==> src/rtl/regalu_issue_ctrl.sv <==
// Issue controller for regalu: decodes 3-operand ALU ops into one-hot A/B/D selects, two stages (RD, WB).
// Latency: accept at edge n -> A/B/S/Cin in cycle n+1 -> Dselect in cycle n+2 (write commits at end of n+2).
// Backpressure: instr_ready drops for one cycle on a read-after-write hazard against RD; RD takes a bubble.
// Ports: clk/reset (sync, active-high); instr_* valid/ready input; Aselect/Bselect/Dselect/S/Cin to regalu;
//        busy while any stage is occupied; issue_count/stall_count only when REGALU_ISSUE_PERF_EN is defined.
// Optional feature macro: REGALU_ISSUE_PERF_EN (saturating accept and hazard-stall counters).
module regalu_issue_ctrl #(
    parameter int NREG = 32,
    parameter int AW   = 5,
    parameter int CW   = 16
) (
    input  logic            clk,
    input  logic            reset,
    input  logic            instr_valid,
    output logic            instr_ready,
    input  logic [2:0]      instr_op,
    input  logic            instr_cin,
    input  logic [AW-1:0]   instr_ra,
    input  logic [AW-1:0]   instr_rb,
    input  logic [AW-1:0]   instr_rd,
    output logic [NREG-1:0] Aselect,
    output logic [NREG-1:0] Bselect,
    output logic [NREG-1:0] Dselect,
    output logic [2:0]      S,
    output logic            Cin,
    output logic            busy
`ifdef REGALU_ISSUE_PERF_EN
    ,
    output logic [CW-1:0]   issue_count,
    output logic [CW-1:0]   stall_count
`endif
);

    if (NREG != (1 << AW) || CW < 1) begin : g_bad_params
        $error("regalu_issue_ctrl: NREG must equal 2**AW and CW must be positive");
    end

    typedef enum logic [1:0] {
        ST_IDLE  = 2'd0,
        ST_RUN   = 2'd1,
        ST_STALL = 2'd2
    } state_t;

    localparam logic [2:0] OP_RSVD = 3'b111;

    function automatic logic [NREG-1:0] onehot(input logic [AW-1:0] idx);
        logic [NREG-1:0] v;
        v      = '0;
        v[idx] = 1'b1;
        return v;
    endfunction

    state_t        state_q, state_d;
    logic          rd_vld_q, rd_vld_d;
    logic [AW-1:0] rd_ra_q, rd_ra_d;
    logic [AW-1:0] rd_rb_q, rd_rb_d;
    logic [AW-1:0] rd_rd_q, rd_rd_d;
    logic [2:0]    rd_op_q, rd_op_d;
    logic          rd_cin_q, rd_cin_d;
    logic          wb_vld_q, wb_vld_d;
    logic [AW-1:0] wb_rd_q, wb_rd_d;
    logic          hazard;
    logic          accept;

    // A bubble carries register 0 everywhere, so it never hazards and its
    // decoded selects are naturally the R0 one-hot.
    assign hazard      = rd_vld_q && (rd_rd_q != '0) &&
                         ((instr_ra == rd_rd_q) || (instr_rb == rd_rd_q));
    assign instr_ready = ~reset & ~hazard;
    assign accept      = instr_valid & instr_ready;

    always_comb begin
        rd_vld_d = accept;
        rd_ra_d  = '0;
        rd_rb_d  = '0;
        rd_rd_d  = '0;
        rd_op_d  = 3'b000;
        rd_cin_d = 1'b0;
        if (accept) begin
            rd_ra_d  = instr_ra;
            rd_rb_d  = instr_rb;
            rd_rd_d  = instr_rd;
            rd_op_d  = instr_op;
            rd_cin_d = instr_cin;
        end
        // Reserved op still executes but its result is dropped into R0.
        wb_vld_d = rd_vld_q;
        wb_rd_d  = (rd_op_q == OP_RSVD) ? '0 : rd_rd_q;
    end

    always_comb begin
        state_d = state_q;
        if (!rd_vld_d && !wb_vld_d) begin
            state_d = ST_IDLE;
        end else begin
            case (state_q)
                ST_IDLE:  if (accept) state_d = ST_RUN;
                ST_RUN:   if (hazard) state_d = ST_STALL;
                ST_STALL: if (accept) state_d = ST_RUN;
                default:  state_d = ST_IDLE;
            endcase
        end
    end

    always_ff @(posedge clk) begin
        if (reset) begin
            state_q  <= ST_IDLE;
            rd_vld_q <= 1'b0;
            rd_ra_q  <= '0;
            rd_rb_q  <= '0;
            rd_rd_q  <= '0;
            rd_op_q  <= 3'b000;
            rd_cin_q <= 1'b0;
            wb_vld_q <= 1'b0;
            wb_rd_q  <= '0;
        end else begin
            state_q  <= state_d;
            rd_vld_q <= rd_vld_d;
            rd_ra_q  <= rd_ra_d;
            rd_rb_q  <= rd_rb_d;
            rd_rd_q  <= rd_rd_d;
            rd_op_q  <= rd_op_d;
            rd_cin_q <= rd_cin_d;
            wb_vld_q <= wb_vld_d;
            wb_rd_q  <= wb_rd_d;
        end
    end

    assign Aselect = onehot(rd_ra_q);
    assign Bselect = onehot(rd_rb_q);
    assign Dselect = onehot(wb_rd_q);
    assign S       = rd_op_q;
    assign Cin     = rd_cin_q;
    assign busy    = (state_q != ST_IDLE);

`ifdef REGALU_ISSUE_PERF_EN
    logic [CW-1:0] issue_cnt_q, issue_cnt_d;
    logic [CW-1:0] stall_cnt_q, stall_cnt_d;

    always_comb begin
        issue_cnt_d = issue_cnt_q;
        stall_cnt_d = stall_cnt_q;
        if (accept && (issue_cnt_q != '1)) issue_cnt_d = issue_cnt_q + 1'b1;
        if (instr_valid && hazard && (stall_cnt_q != '1)) stall_cnt_d = stall_cnt_q + 1'b1;
    end

    always_ff @(posedge clk) begin
        if (reset) begin
            issue_cnt_q <= '0;
            stall_cnt_q <= '0;
        end else begin
            issue_cnt_q <= issue_cnt_d;
            stall_cnt_q <= stall_cnt_d;
        end
    end

    assign issue_count = issue_cnt_q;
    assign stall_count = stall_cnt_q;
`endif

endmodule

==> config.mk <==
export PLATFORM = sky130hd
export DESIGN_NAME = regalu_issue_ctrl
export DESIGN_NICKNAME = d
export VERILOG_FILES = /design/src/rtl/regalu_issue_ctrl.sv
export SDC_FILE = /design/constraint.sdc
export NUM_CORES = 1
export LEC_CHECK = 0
export BUFFER_PORTS_ARGS = -buffer_cell sky130_fd_sc_hd__buf_2
export CORE_UTILIZATION = 35
export DETAILED_ROUTE_END_ITERATION = 7
export GPL_TIMING_DRIVEN = 0
export PLACE_DENSITY = 0.74
export SYNTH_ARGS = -nofsm -noshare
export SYNTH_HDL_FRONTEND = slang
export SYNTH_SLANG_ARGS = --single-unit
==> constraint.sdc <==
create_clock -name clk -period 1.7 [get_ports clk]
set_input_delay 0.34 -clock clk [delete_from_list [all_inputs] [get_ports clk]]
set_output_delay 0.34 -clock clk [all_outputs]
set_load 0.05 [all_outputs]
==> results of run 1 <==
## cell usage after synthesis
cell,instances
nor2_1,99
dfxtp_1,27
and3_1,17
clkbuf_1,11
xnor2_1,10
nand2_1,9
nand3b_1,9
nand2b_1,6
or3b_2,6
nand3_1,5
and2_1,4
or2_2,4
and2_2,3
nor2b_1,3
or3_1,3
a21oi_1,2
and3_2,2
buf_6,2
a21oi_2,1
a31oi_1,1
o2111ai_1,1
o21a_1,1
o21ai_0,1
o22ai_1,1
or4_1,1
## power by group
| part | internal, W | switching [W] |
|---|---|---|
| registers | 0.000649 | 0.0000331 |
| logic | 0.000218 | 0.000305 |
| clock network | 0.000165 | 0.000210 |
## sequential cells by signal, summed over array words and instances, names as in the netlist
name,count
wb_rd_q,5
Cin,1
S,3
rd_ra_q,5
rd_rb_q,5
rd_vld_q,1
rd_rd_q,5
state_q,2
## cell type report
cell class              count  area share
plain buffers               7      0.0147
clock buffers               3      0.0115
clock inverters             1     0.00140
multi-input cells         189       0.410
flip-flops and latches     27       0.164
well taps                  52      0.0182
repair buffers            145       0.381
## metrics by stage
stage                     TNS (ps)  power, W  worst slack (ps)  hold slack (ps)  instance area (um2)
after floorplan              -3850  0.000947              -193              486                 1650
after global placement        -358   0.00103              -358              526                 2330
after detailed placement      -339   0.00103              -339              533                 2330
after CTS                     -535   0.00145              -411              289                 2890
after global routing        -11790   0.00164              -474              290                 3580
final                        -7260   0.00158              -411              283                 3580
## metal layers
metal / vias to the layer above / wire [um]
li1: 1027 / -
met1: 1050 / 2570
met2: 99 / 4110
met3: 19 / 310
met4: 0 / 171
met5: - / 0
## kinds of logic (layout without fill, tap and decap cells)
| kind of cell | count (synthesis) | in the layout | synth area share |
|---|---|---|---|
| xor gates and xnor gates | 10 | 10 | 0.0557 |
| AOI/OAI and AO/OA | 8 | 8 | 0.0334 |
| and+or+nand+nor | 171 | 171 | 0.526 |
| buffers and inverters | 13 | 156 | 0.0406 |
| DFF | 27 | 27 | 0.344 |
## repair_timing
| action | in CTS | in global routing |
|---|---|---|
| endpoints found under the setup margin | 61 | 111 |
| setup buffers | 9 | 11 |
| resized for setup | 160 | 207 |
| cloned | 0 | 2 |
| pin swaps | 19 | 18 |
## critical path, stage by stage, from the launching register on
cell and delay (ps):
dfxtp_4 360, buf_4 130, buf_6 120, xnor2_2 120, nand3_1 130, o22ai_2 220, a21oi_4 90, buf_6 120
buf_4 120, buf_6 100, buf_6 100, buf_6 110, buf_6 120, and3_4 160
## path summary, 6_finish.rpt
| check | startpoint | slack, ps | to | depth (start not counted) |
|---|---|---|---|---|
| setup / recovery | rd_rd_q[2] | -410 | rd_ra_q[4] | 13 |
| hold reg to reg | rd_rd_q[3] | 520 | wb_rd_q[3] | 1 |
| hold / removal | instr_op[2] | 280 | S[2] | 2 |
| setup reg to reg | rd_rd_q[2] | -410 | rd_ra_q[4] | 13 |
==> impl_results.md, run 1 <==
* Outcome: finished, violations left
* Violated checks: setup timing
* CTS tree: built
* GRT Max-Usage Layer: met2
* Final Skew at 2.34 ps
* Worst min path class: input port to register
* Max-cap violations at 0
* Register area share after synthesis at 0.344
* Congestion Overflow GR at 0
* WL/cell at 16.9 um
* Clk slew on worst S/H paths at 90 ps
* CP Capture Type: register
* Clock Path Buffers at 2
* Fmax at 0.474 GHz
* Worst IR Drop VDD at between 0.3 and 0.4 mV
* Commonest non-fill, non-tap cell in the layout: buf_6
* Initial Util at 0.363
* Unique masters post-synth at 25
* Net count, final at 395
* Layout cells sized above 1 at 0.758
* Chip height at just under 70 um
* Crit-path max FO at 5
* # diodes at 0
* GRT Total Usage at 0.219
* Worst EP arrival at 2290 ps
* Final Hold Viols at 0
* Multi-input gate area at 1470 um2
* Pleak at 1.52 nW
* Core area at roughly 4300 um2
* Slew @ Worst Pin at a little over 400 ps
* Initial antenna violation count at 0
* Max-slew headroom at 0.723
* CTS buffer count at 3
* WP data required at 1880 ps
* Die Wd at 69.0 um
* Flip-flop and latch area at 587 um2
* Critical Path Start Type: register
* #FFs+latches synth at 27
* Final min period at about 2100 ps
* Max-slew violations at 0
* Area Overhead vs Synth at 128%
* Die area at around 4800 um2
* Syn. warnings at 0
* Unrepaired setup endpoints after global routing: true
* Worst setup path class: register to register
* Most frequent cells in the layout: buf_6 (72), nor2_2 (38), nor2_4 (33), buf_2 (31), nor2_1 (28)
* Site Rows at 24
* Synthesized area at 1570 um2
* Hold-fix buffers, CTS at 0
* Synth top area share at 0.344
* Clock latency on the worst-skew pair at 280 ps
* Via/cell ratio at 5.18
* Residual DRC at 0
* Pwr per Cell Area at 441 nW/um2
* First-pass GRT wire length at 8770 um
* Post-Syn Nets at roughly 250
* Initial DRT Pass Iterations at 4
* Final setup violating endpoints at 73
* Fill count at 226
* Fin crit share at 1.24
* Met2 usage at 0.408
* Htree depth at 1
* Final non-filler cell total at 424
* Post-DRT Antenna Nets at 0
* Inst Count DP at ~400
* Synth area leaders: dfxtp_1 (34%), nor2_1 (24%), and3_1 (6.8%)
* Via count at approximately 2200
* Syn avg cell area at 6.86 um2
* Met3 Track Usage GR at 0.0351
* Drt initial violations at 99
* Clk sinks at 27
* I/O pin total at between 100 and 150
* Worst setup margin at -411 ps
* Largest net degree at the start of global routing at 16
* DP HPWL at roughly 3500 um
* Finished Core Util at 0.829
* Syn Inst Count at ~230
* Total Routed Length at 7170 um
* Largest area contributor in the netlist: dfxtp_1
* Placer Congestion at 0.777
* PortBufs at ~120
* GR met1 Demand/Resource at 0.247
* Root Buffer: clkbuf_8
* Number of global-route vias before repair at 1898
No activity file was read; power rests on OpenSTA's default activity.
==> run 2: changes to the inputs <==
CELL_PAD_IN_SITES_DETAIL_PLACEMENT = 0   (was unset)
CELL_PAD_IN_SITES_GLOBAL_PLACEMENT = 2   (was unset)
CORE_UTILIZATION = 16   (was 35)
PLACE_DENSITY = 0.73   (was 0.74)
==> impl_results.md, run 2 (same netlist as run 1, synthesis figures left out) <==
* Worst setup margin at -383 ps
* Site Rows at 35
* Commonest non-fill, non-tap cell in the layout: buf_6
* Worst EP arrival at about 1700 ps
* GRT Total Usage at 0.112
* Overall power at between 0.0015 and 0.002 W
* Die Wd at 101 um
* Worst IR Drop VDD at about 0.40 mV
* Chip height at around 100 um
* Initial Util at 0.168
* Max-cap violations at 0
* # diodes at 0
* Final min period at approximately 2100 ps
* I/O pin total at 124
* Pwr per Cell Area at 425 nW/um2
* WP data required at approximately 1400 ps
* Crit-path max FO at 2
* Die area at 10200 um2
* CTS buffer count at 3
* Max-slew headroom at 0.748
* PortBufs at 123
* Via/cell ratio at 4.07
* Inst Count DP at ~480
* Final non-filler cell total at 492
* Flip-flop and latch area at 588 um2
* Worst setup path class: register to primary output
* Post-DRT Antenna Nets at 0
* Total Routed Length at between 6000 and 7000 um
* Violated checks: setup timing
* Critical Path Start Type: register
* Final Hold Viols at 0
* Residual DRC at 0
* Clock latency on the worst-skew pair at ~270 ps
* Area Overhead vs Synth at 132%
* Final Skew at ~4.0 ps
* Fill count at 950
* First-pass GRT wire length at a little over 9000 um
* WL/cell at 13.2 um
* Slew @ Worst Pin at 377 ps
* Htree depth at 1
* DP HPWL at 4310 um
* Outcome: finished, violations left
* Layout cells sized above 1 at 0.744
* Via count at roughly 2000
* Unrepaired setup endpoints after global routing: true
* Max-slew violations at 0
* Initial DRT Pass Iterations at 4
* Fmax at between 0.4 and 0.5 GHz
* Congestion Overflow GR at 0
* Drt initial violations at 48
* CP Capture Type: primary output
* Worst min path class: input port to register
* Clk slew on worst S/H paths at 100 ps
* Post-route cell area at ~3600 um2
* Initial antenna violation count at 0
* Cell area after placement at 2430 um2
* Final setup violating endpoints at 36
* Clock Path Buffers at 2
* Largest net degree at the start of global routing at 18
* Root Buffer: clkbuf_8
* CTS tree: built
* Net count, final at slightly below 400
* Pleak at 1.52 nW
* Most frequent cells in the layout: buf_6 (70), nor2_2 (38), nor2_4 (35), buf_2 (29), nor2_1 (26)
* Core area at 9370 um2
* Fin crit share at 1.23
* Placer Congestion at 0.782
* Clk sinks at 27
* Number of global-route vias before repair at around 2000
* Flop2flop setup slack at 0 ps
* Multi-input gate area at approximately 1500 um2
## run 2: cell types whose count changed in the layout (fill, tap and decap cells not counted), moves of 3 or more
cell      before  now
and3_1        10   17
and3_4         7    0
clkbuf_4      10    4
buf_8         12   17
buf_4         25   21
nand2b_1       3    0
nand2b_4       3    6
xnor2_1        7   10
xnor2_2        3    0
## run 2: final timing paths
check,from,end,cells past startpoint
worst min-delay path,instr_cin,Cin,2
worst max-delay path,rd_rd_q[2],instr_ready,5
worst max register to register,rd_rd_q[2],rd_ra_q[3],6
worst min register to register,rd_rd_q[3],wb_rd_q[3],1
## run 2: report_power, final
group	switching (W)	internal, W	leakage [nW]
combinational	0.000289	0.000196	1.26
clock	0.000208	0.000172	0.0261
sequential	0.0000344	0.000649	0.232
## run 2: final cells by class
class                           instances  area share
Timing Repair Buffer                  139       0.371
Multi-Input combinational cell        189       0.401
Clock inverter                          1     0.00240
Buffer                                  4     0.00824
Tap cell                              129      0.0443
Sequential cell                        27       0.161
Clock buffer                            3      0.0113
## run 2: what timing repair did
action                     CTS  global route
hold buffers                 0             0
setup endpoints to repair  102           114
hold endpoints to repair     0             0
buffers inserted            15             1
pin swaps                   19            29
resized for setup          175           192
## run 2: critical path: stages, from the launching register on
cell and delay, ps:
dfxtp_4 360, or4_1 500, o21a_1 220, a21oi_4 140
buf_6 120, buf_8 130
## run 2: routing by layer
| metal | up-vias | wire length [um] | global-route usage |
|---|---|---|---|
| li1 | 1011 | - | - |
| met1 | 929 | 2600 | 0.131 |
| met2 | 55 | 3560 | 0.208 |
| met3 | 6 | 250 | 0.0166 |
| met4 | 0 | 85 | 0.0346 |
| met5 | - | 0 | 0 |
## run 2: per-stage QoR
step                      TNS, ps  hold slack (ps)  setup slack (ps)   util
after global placement       -391              533              -376  0.259
final                       -1410              289              -383  0.389
after global routing        -5140              274              -443  0.389
after floorplan             -3850              486              -193      -
after CTS                   -1160              283              -440  0.328
after detailed placement     -396              538              -382  0.259
==> run 3: changes to the inputs <==
HOLD_SLACK_MARGIN = 0.12   (was unset)
PLACE_DENSITY = unset   (was 0.73)
PLACE_DENSITY_LB_ADDON = 0.1   (was unset)
==> impl_results.md, run 3 (same netlist as run 1, synthesis figures left out) <==
* Reg-to-Reg End: rd_rb_q[4]
* GRT Max-Usage Layer: met2
* # diodes at 0
* Die area at 10200 um2
* Die Wd at 101 um
* Initial antenna violation count at 0
* Fill count at 989
* Critical Path Start Type: register
* Worst min path class: input port to register
* Reg2Reg Depth at 7
* Pwr per Cell Area at 428 nW/um2
* Multi-input gate area at 1430 um2
* Cell area after placement at around 2400 um2
* Final setup violating endpoints at 34
* Clock Path Buffers at 2
* GR met1 Demand/Resource at 0.158
* Via count at 1999
* PortBufs at 123
* WP data required at 1360 ps
* Worst setup margin at -381 ps
* Clk slew on worst S/H paths at around 90 ps
* Outcome: finished, violations left
* Flop2flop setup slack at -80 ps
* Max-slew headroom at 0.730
* Clock power frac at 0.234
* Congestion Overflow GR at 0
* Largest net degree at the start of global routing at 16
* Site Rows at 35
* GRT Total Usage at 0.114
* Flip-flop and latch area at between 500 and 600 um2
* Worst IR Drop VDD at 0.255 mV
* Area Overhead vs Synth at 127%
* Root Buffer: clkbuf_8
* DP HPWL at around 4800 um
* Setup tns final at -1070 ps
* Number of global-route vias before repair at 1750
* CTS tree: built
* Pleak at 1.50 nW
* Hold-critical path depth at 2
* Max-slew violations at 0
* Unrepaired setup endpoints after global routing: true
* Fmax at 0.481 GHz
* Post-route cell area at 3570 um2
* Final Hold Viols at 0
* Psw at 0.000516 W
* Slew @ Worst Pin at 405 ps
* Power share of the combinational group at 0.319
* First-pass GRT wire length at a little over 9000 um
* Hold worst-path end: rd_rd_q[3]
* R2R Path Start: rd_rd_q[2]
* Most frequent cells in the layout: buf_6 (71), nor2_1 (36), nor2_4 (33), buf_2 (33), nor2_2 (30)
* Sequential share of power at 0.447
* I/O pin total at 124
* Met3 Track Usage GR at 0.0187
* Hold-fix buffers, CTS at 0
* Total Routed Length at 6240 um
* Htree depth at 1
* Clock latency on the worst-skew pair at 270 ps
* Final Skew at 3.74 ps
* Initial Util at 0.168
* Residual DRC at 0
* CP Capture Type: primary output
* Final min period at roughly 2100 ps
* Core area at between 9000 and 10000 um2
* Net count, final at between 300 and 400
* Post-DRT Antenna Nets at 0
* Sw frac at 0.337
* Crit-path max FO at 2
* Chip height at slightly above 100 um
* CTS buffer count at 3
* Met2 usage at 0.186
* Commonest non-fill, non-tap cell in the layout: buf_6
* Placer Congestion at 0.701
* Violated checks: setup timing
* Hold path start: instr_rd[3]
* Worst setup path class: register to primary output
* Via/cell ratio at 4.08
* Layout cells sized above 1 at 0.709
* Drt initial violations at 20
* Initial DRT Pass Iterations at 4
* WL/cell at 12.7 um
* Cell Int Power at 0.00101 W
* Max-cap violations at 0
* Clk sinks at 27
* Worst EP arrival at 1740 ps
* Fin crit share at 1.22
[run 3: cell count changes in the layout (fill, tap and decap cells not counted), moves of 2 or more]
cell and delta:
nor2_4 -2, dfxtp_1 +2, nand2_2 -2, nor2_1 +10, nand2_1 +2, buf_4 -6
buf_2 +4, buf_8 -2, nor2_2 -8
[run 3: final cells by class]
type                    instances  share of cell area
plain buffers                   4             0.00946
clock buffers                   3              0.0116
clock inverters                 1             0.00140
multi-input cells             189               0.401
flip-flops and latches         27               0.163
well taps                     129              0.0452
repair buffers                137               0.368
[run 3: critical path: stages, from the launching register on]
cell and delay, ps:
dfxtp_4 360, or4_4 500, o21a_1 220, a21oi_4 140, buf_6 120, buf_8 130
[run 3: worst max-delay path by stage]
stage          slack [ps]          end       start  depth (start not counted)
2_1_floorplan        -190  Bselect[16]  rd_rb_q[4]                          2
3_3_place_gp         -420  instr_ready  rd_rd_q[2]                          5
3_5_place_dp         -410  instr_ready  rd_rd_q[2]                          5
4_1_cts              -450  instr_ready  rd_rd_q[2]                          5
5_1_grt              -450  instr_ready  rd_rd_q[2]                          5
6_report             -380  instr_ready  rd_rd_q[2]                          5
[run 3: power groups by stage]
stage	logic (W)	clock network, W	registers, W
after global placement	0.000348	0	0.000702
after floorplan	0.000241	0	0.000706
after global routing	0.000520	0.000402	0.000688
after CTS	0.000433	0.000377	0.000677
after detailed placement	0.000346	0	0.000702
final	0.000488	0.000358	0.000683
[run 3: what timing repair did]
action | in CTS | in global routing
cloned | 0 | 1
endpoints found under the setup margin | 105 | 114
buffers inserted | 12 | 1
pin swaps | 23 | 19
gates resized for setup | 187 | 144
[run 3: layer usage]
| layer | up-vias | part of all wire |
|---|---|---|
| li1 | 1002 | - |
| met1 | 914 | 0.45 |
| met2 | 81 | 0.48 |
| met3 | 2 | 0.060 |
| met4 | 0 | 0.0035 |
| met5 | - | 0 |
[run 3: through the flow]
step	hold slack [ps]	worst slack, ps	cells	total power (W)	utilization
finish	293	-381	490	0.00153	0.381
floorplan	486	-193	229	0.000947	-
detailed placement	542	-409	481	0.00105	0.259
global placement	546	-424	481	0.00105	0.259
CTS	286	-448	488	0.00149	0.328
global route	295	-447	490	0.00161	0.381
